$ cat src/rtl/fifo_arb_pkg.sv
// Shared encodings for the two-port FIFO arbiter: FSM states, owner ids, counter width.
package fifo_arb_pkg;

    localparam int unsigned RETRY_W = 4;

    localparam logic OWN_A = 1'b0;
    localparam logic OWN_B = 1'b1;

    typedef enum logic [2:0] {
        StIdle    = 3'd0,
        StIssue   = 3'd1,
        StCheck   = 3'd2,
        StLat     = 3'd3,
        StDone    = 3'd4,
        StRecover = 3'd5
    } arb_state_e;

endpackage

$ cat src/rtl/fifo_arbiter_rr_arbiter2.sv
// Two-way round-robin picker: on contention the requester not served last wins.
module rr_arbiter2 (
    input  logic [1:0] req,
    input  logic       last,
    output logic       grant,
    output logic       grant_valid
);

    always_comb begin
        grant_valid = |req;
        grant       = (&req) ? ~last : req[1];
    end

endmodule

$ cat src/rtl/fifo_arbiter.sv
// Shares one byte FIFO between requesters A and B with single-cycle do_read/do_write
// strobes, bounded retries on full/empty, and read-data capture after the bram latency.
module fifo_arbiter
    import fifo_arb_pkg::*;
#(
    parameter int unsigned MAX_RETRY = 4,
    parameter int unsigned READ_LAT  = 1
) (
    input  logic       clock,
    input  logic       reset,
    input  logic       a_req,
    input  logic       a_write,
    input  logic [7:0] a_wdata,
    output logic       a_done,
    output logic       a_err,
    output logic [7:0] a_rdata,
    input  logic       b_req,
    input  logic       b_write,
    input  logic [7:0] b_wdata,
    output logic       b_done,
    output logic       b_err,
    output logic [7:0] b_rdata,
    output logic       fifo_do_read,
    output logic       fifo_do_write,
    output logic [7:0] fifo_di,
    input  logic [7:0] fifo_do,
    input  logic       fifo_write_ack,
    input  logic       fifo_read_ack,
    input  logic       fifo_busy
);

    localparam logic [RETRY_W-1:0] LAST_TRY = RETRY_W'(MAX_RETRY - 1);
    localparam logic [RETRY_W-1:0] LAT_LAST = RETRY_W'(READ_LAT - 1);

    arb_state_e         state;
    logic               owner;
    logic               op_write;
    logic [7:0]         wdata;
    logic [RETRY_W-1:0] retry_cnt;
    logic [RETRY_W-1:0] lat_cnt;
    logic               rr_last;
    logic               grant;
    logic               grant_valid;
    logic               ack;

    rr_arbiter2 u_rr (
        .req         ({b_req, a_req}),
        .last        (rr_last),
        .grant       (grant),
        .grant_valid (grant_valid)
    );

    always_comb begin
        ack = op_write ? fifo_write_ack : fifo_read_ack;
    end

    always_ff @(posedge clock) begin
        if (reset) begin
            state         <= StIdle;
            owner         <= OWN_A;
            op_write      <= 1'b0;
            wdata         <= 8'h00;
            retry_cnt     <= '0;
            lat_cnt       <= '0;
            rr_last       <= OWN_B;
            a_done        <= 1'b0;
            a_err         <= 1'b0;
            a_rdata       <= 8'h00;
            b_done        <= 1'b0;
            b_err         <= 1'b0;
            b_rdata       <= 8'h00;
            fifo_do_read  <= 1'b0;
            fifo_do_write <= 1'b0;
            fifo_di       <= 8'h00;
        end else begin
            a_done        <= 1'b0;
            a_err         <= 1'b0;
            b_done        <= 1'b0;
            b_err         <= 1'b0;
            fifo_do_read  <= 1'b0;
            fifo_do_write <= 1'b0;
            unique case (state)
                StIdle: begin
                    if (grant_valid) begin
                        owner     <= grant;
                        op_write  <= (grant == OWN_A) ? a_write : b_write;
                        wdata     <= (grant == OWN_A) ? a_wdata : b_wdata;
                        retry_cnt <= '0;
                        state     <= StIssue;
                    end
                end
                StIssue: begin
                    if (!fifo_busy) begin
                        fifo_do_write <= op_write;
                        fifo_do_read  <= ~op_write;
                        fifo_di       <= wdata;
                        state         <= StCheck;
                    end
                end
                StCheck: begin
                    // First CHECK cycle carries the strobe; the ack is judged one cycle later.
                    if (fifo_do_write || fifo_do_read) begin
                        state <= StCheck;
                    end else if (ack) begin
                        lat_cnt <= '0;
                        if (op_write) begin
                            a_done <= (owner == OWN_A);
                            b_done <= (owner == OWN_B);
                            state  <= StDone;
                        end else begin
                            state <= StLat;
                        end
                    end else if (retry_cnt != LAST_TRY) begin
                        retry_cnt <= retry_cnt + 4'd1;
                        state     <= StRecover;
                    end else begin
                        a_done <= (owner == OWN_A);
                        a_err  <= (owner == OWN_A);
                        b_done <= (owner == OWN_B);
                        b_err  <= (owner == OWN_B);
                        state  <= StDone;
                    end
                end
                StRecover: state <= StIssue;
                StLat: begin
                    if (lat_cnt == LAT_LAST) begin
                        if (owner == OWN_A) begin
                            a_rdata <= fifo_do;
                            a_done  <= 1'b1;
                        end else begin
                            b_rdata <= fifo_do;
                            b_done  <= 1'b1;
                        end
                        state <= StDone;
                    end else begin
                        lat_cnt <= lat_cnt + 4'd1;
                    end
                end
                StDone: begin
                    rr_last <= owner;
                    state   <= StIdle;
                end
                default: state <= StIdle;
            endcase
        end
    end

endmodule

$ cat config.mk
export PLATFORM = sky130hd
export DESIGN_NAME = fifo_arbiter
export DESIGN_NICKNAME = d
export VERILOG_FILES = /design/src/rtl/fifo_arb_pkg.sv /design/src/rtl/fifo_arbiter_rr_arbiter2.sv /design/src/rtl/fifo_arbiter.sv
export SDC_FILE = /design/constraint.sdc
export NUM_CORES = 1
export LEC_CHECK = 0
export ABC_AREA = 1
export BUFFER_PORTS_ARGS = -buffer_cell sky130_fd_sc_hd__buf_4
export CORE_ASPECT_RATIO = 0.5
export CORE_MARGIN = 2
export CORE_UTILIZATION = 51
export CTS_CLUSTER_SIZE = 12
export DETAILED_ROUTE_END_ITERATION = 16
export PLACE_DENSITY = 0.84
export SLEW_MARGIN = 0
export SYNTH_ARGS = -nofsm -noshare
export SYNTH_HDL_FRONTEND = slang
export SYNTH_SLANG_ARGS = --single-unit
export TNS_END_PERCENT = 30
$ cat constraint.sdc
create_clock -name clock -period 1.43 [get_ports clock]
set_input_delay 0.0715 -clock clock [delete_from_list [all_inputs] [get_ports clock]]
set_output_delay 0.0715 -clock clock [all_outputs]
set_load 0.01 [all_outputs]
==> implementation parameters <==
Parameter                              Value

Status
  Status ... finished, final reports clean

Timing
  Post-layout worst setup margin ... 0.0503 ns
  Number of slew-limit violations in the final report ... 0
  Maximum clock frequency ... 725 MHz
  Worst Max-Slew Pin Slew ... 0.224 ns
  Final count of hold timing violations ... 0
  Final setup violating endpoints ... 0
  Final cycle utilization of the critical path ... 96.5%
  Post-layout minimum cycle time ... 1.38 ns
  Worst Clk Skew ... 0.00768 ns
  Setup repair after global routing missed its margin ... true
  Headroom to the max-slew limit ... 85.0%
  Worst slack on hold paths ... 0.00522 ns

Global route
  Maximum number of pins on one net before global-route repair ... 20
  First-pass GRT wire length ... 9350 µm
  Number of antenna violations at the first check in global routing ... 0
  Total global routing overflow ... 0
  Gr usage total ... 23.8%
  Via count of the first global-routing pass ... 2,056

Min path
  Class of the worst hold path ... in2reg
  Hold depth ... 3
  Min-Delay Endpoint ... wdata[5]
  Worst Min Path Start ... b_wdata[5]

Setup path
  CP max stage cell ... sky130_fd_sc_hd__dfxtp_2
  Ordered list of cells on the worst path ... inv_2, ha_1, nand2_2, inv_2, nand2_4, nor2_4, buf_4, o21ai_0, nor2_1
  Data required time at the worst endpoint ... 1.64 ns
  Element type at the critical path start ... flip-flop
  Cell with the most instances on the worst path ... sky130_fd_sc_hd__inv_2
  R2r startpoint ... lat_cnt[0]
  Worst Path Buf+Inv ... 3
  Critical path arrival ... 1.59 ns
  Biggest fanout along the worst timing path ... 6
  RR Endpoint ... b_rdata[3]
  Critical path class ... reg2reg
  CP endpoint kind ... flip-flop
  Worst stage delay on the critical path ... 0.36 ns
  Delay-heaviest family, CP ... flip-flops
  Setup slack of the worst register-to-register path ... 0.05 ns
  Cell count of the worst reg-to-reg path ... 9

Routing
  Iteration-0 DRC Markers ... 110
  ANT nets after route ... 0
  Count of vias placed by the detailed router ... 2,229
  Detailed-routing iteration count for the pre-antenna-repair pass ... 4
  Final WL ... 5650 µm
  Via density per instance ... 5.14
  DRC ... 0
  Wire per inst ... 13.0 µm

Logic synthesis
  Number of distinct library cell variants in the gate-level netlist after synthesis ... 24
  Sequential cell area fraction in the yosys report ... 47.2%
  Cell Area, Synth ... 2210 µm²
  Number of storage elements in the synthesis netlist ... 52
  Syn Nets ... 335
  Avg Cell Area, Syn ... 7.38 µm²
  Warnings, synthesis ... 0
  Gate count of the mapped netlist ... 299

Power
  Standby leakage power ... 1.39 nW
  Maximum ir drop on the vdd rail ... 1010 µV
  Ratio of total power to cell area ... 1540 nW/µm²

Clock network
  Clock root buffer ... sky130_fd_sc_hd__clkbuf_8
  Clock insertion delay at the later pin of the skew report ... 0.31 ns
  Clock buffer count from CTS ... 5
  CTS tree ... built
  Bufs on Longest Clock Path ... 2
  CTS clk-pin slew, worst paths ... 0.10 ns
  H-Tree Depth ... 2
  Clk sinks ... 52

Placed design
  Number of buffer cells added on primary ports ... 62
  Post-placement setup slack ... 0.0145 ns
  Final HPWL DP ... 4040 µm
  Final weighted congestion in routability-driven placement ... 0.888

Die
  Std cell rows ... 16
  Chip Height ... 50.5 µm
  DIE WIDTH ... 97.0 µm
  Number of top-level pins ... 63
  Initial standard-cell utilization of the core ... 54.8%
  Total core area ... 4020 µm²
  Die area ... 4900 µm²

Cells and area
  NumNets Final ... 415
  Fraction of final layout cells sized beyond drive strength 1 ... 29.7%
  Synth-to-Final Area Change ... 35.1%
  Fill cell total of the finished layout ... 304
  Count of antenna diodes in the layout ... 0

Flow run
  # Max-Cap Violations ... 0
==> through the flow <==
step / cell area, µm² / setup TNS, ns / total power, mW / cells / util (%)
after CTS: 2940 / 0 / 4.53 / 431 / 72.9
after global placement: 2750 / 0 / 3.55 / 415 / 68.4
after detailed placement: 2750 / 0 / 3.63 / 415 / 68.4
after floorplan: 2210 / 0 / 3.06 / 299 / -
final: 2980 / 0 / 4.58 / 434 / 74.1
after global routing: 2980 / -0.171 / 4.90 / 434 / 74.1
==> state kept, by name (all words and copies together) (netlist names), 3 cells and up <==
signal	cells
a_rdata	8
b_rdata	8
fifo_di	8
wdata	8
lat_cnt	4
retry_cnt	4
state	3
==> worst max-delay path by stage <==
stage,endpoint,depth (start not counted),slack [ns],from
finish,b_rdata[3],9,0.05,lat_cnt[0]
CTS,a_rdata[4],9,0.008,lat_cnt[0]
global route,b_rdata[3],9,-0.08,lat_cnt[0]
floorplan,a_rdata[0],9,0.22,lat_cnt[0]
global placement,a_rdata[5],9,0.08,lat_cnt[0]
detailed placement,a_rdata[4],9,0.01,lat_cnt[0]
==> final cells by class <==
type	instances	area [µm²]	share of cell area, %
repair buffers	79	627	21.0
well taps	54	67.6	2.27
flip-flops and latches	52	1050	35.2
inverters	25	96.3	3.23
multi-input cells	216	1050	35.3
clock buffers	5	68.8	2.31
clock inverters	3	21.3	0.714
==> cell families (layout without fill, tap and decap cells) <==
logic type	count (synthesis)	count (layout)	synth area share, %
DFF	52	52	47.2
and+or+nand+nor	142	142	28.9
xor gates and xnor gates	1	1	0.397
adders and majority gates	3	3	1.70
buffers and inverters	31	112	5.62
AOI/OAI and AO/OA	70	70	16.2
==> repair_timing <==
| action | CTS | global route |
|---|---|---|
| endpoints found under the hold margin | 11 | 0 |
| buffers inserted | 1 | 3 |
| pin swaps | 1 | 3 |
| resized for setup | 1 | 18 |
| cloned | 0 | 0 |
| hold buffers | 7 | 0 |
| setup endpoints to repair | 3 | 24 |
==> routing by layer <==
| layer | track usage (%) | part of all wire, % | vias up |
|---|---|---|---|
| li1 | - | - | 1128 |
| met1 | 30.2 | 45 | 1036 |
| met2 | 40.4 | 49 | 56 |
| met3 | 5.43 | 4.3 | 9 |
| met4 | 9.15 | 1.7 | 0 |
| met5 | 0 | 0 | - |
==> cells in the mapped netlist (all sizes together) <==
library cell | count | area share [%]
nor3 | 4 | 0.91
xnor2 | 1 | 0.40
nand4 | 1 | 0.28
ha | 3 | 1.7
nand2 | 50 | 10
buf | 2 | 0.68
a21oi | 31 | 7.0
inv | 23 | 3.9
o32ai | 1 | 0.40
o21ai | 38 | 8.8
dfxtp | 52 | 47
clkinv | 2 | 0.34
nand3 | 13 | 3.2
nor2 | 74 | 14
clkbuf | 4 | 0.68
==> report_power, final <==
group	internal (mW)	leakage [nW]	switching, mW
Combinational	0.685	0.919	1.06
Clock	0.349	0.0445	0.524
Sequential	1.76	0.426	0.215
==> cells in the final DEF, fill, tap and decap left out, types with 2 or more instances in the layout <==
cell type,n
sky130_fd_sc_hd__a21oi_1,31
sky130_fd_sc_hd__buf_4,70
sky130_fd_sc_hd__clkbuf_8,5
sky130_fd_sc_hd__clkinv_1,2
sky130_fd_sc_hd__dfxtp_1,46
sky130_fd_sc_hd__dfxtp_2,6
sky130_fd_sc_hd__dlygate4sd3_1,7
sky130_fd_sc_hd__ha_1,3
sky130_fd_sc_hd__inv_1,16
sky130_fd_sc_hd__inv_2,6
sky130_fd_sc_hd__nand2_1,41
sky130_fd_sc_hd__nand2_2,6
sky130_fd_sc_hd__nand2_4,3
sky130_fd_sc_hd__nand3_1,12
sky130_fd_sc_hd__nor2_1,65
sky130_fd_sc_hd__nor2_2,4
sky130_fd_sc_hd__nor2_4,5
sky130_fd_sc_hd__nor3_1,4
sky130_fd_sc_hd__o21ai_0,30
sky130_fd_sc_hd__o21ai_1,7
==> worst reg2reg max path: stages (launching register included) <==
cell and delay [ns]:
sky130_fd_sc_hd__dfxtp_2 0.36, sky130_fd_sc_hd__inv_2 0.05, sky130_fd_sc_hd__ha_1 0.20, sky130_fd_sc_hd__nand2_2 0.10
sky130_fd_sc_hd__inv_2 0.05, sky130_fd_sc_hd__nand2_4 0.09, sky130_fd_sc_hd__nor2_4 0.07, sky130_fd_sc_hd__buf_4 0.14
sky130_fd_sc_hd__o21ai_0 0.17, sky130_fd_sc_hd__nor2_1 0.07
Power figures use the tool's default switching activity.
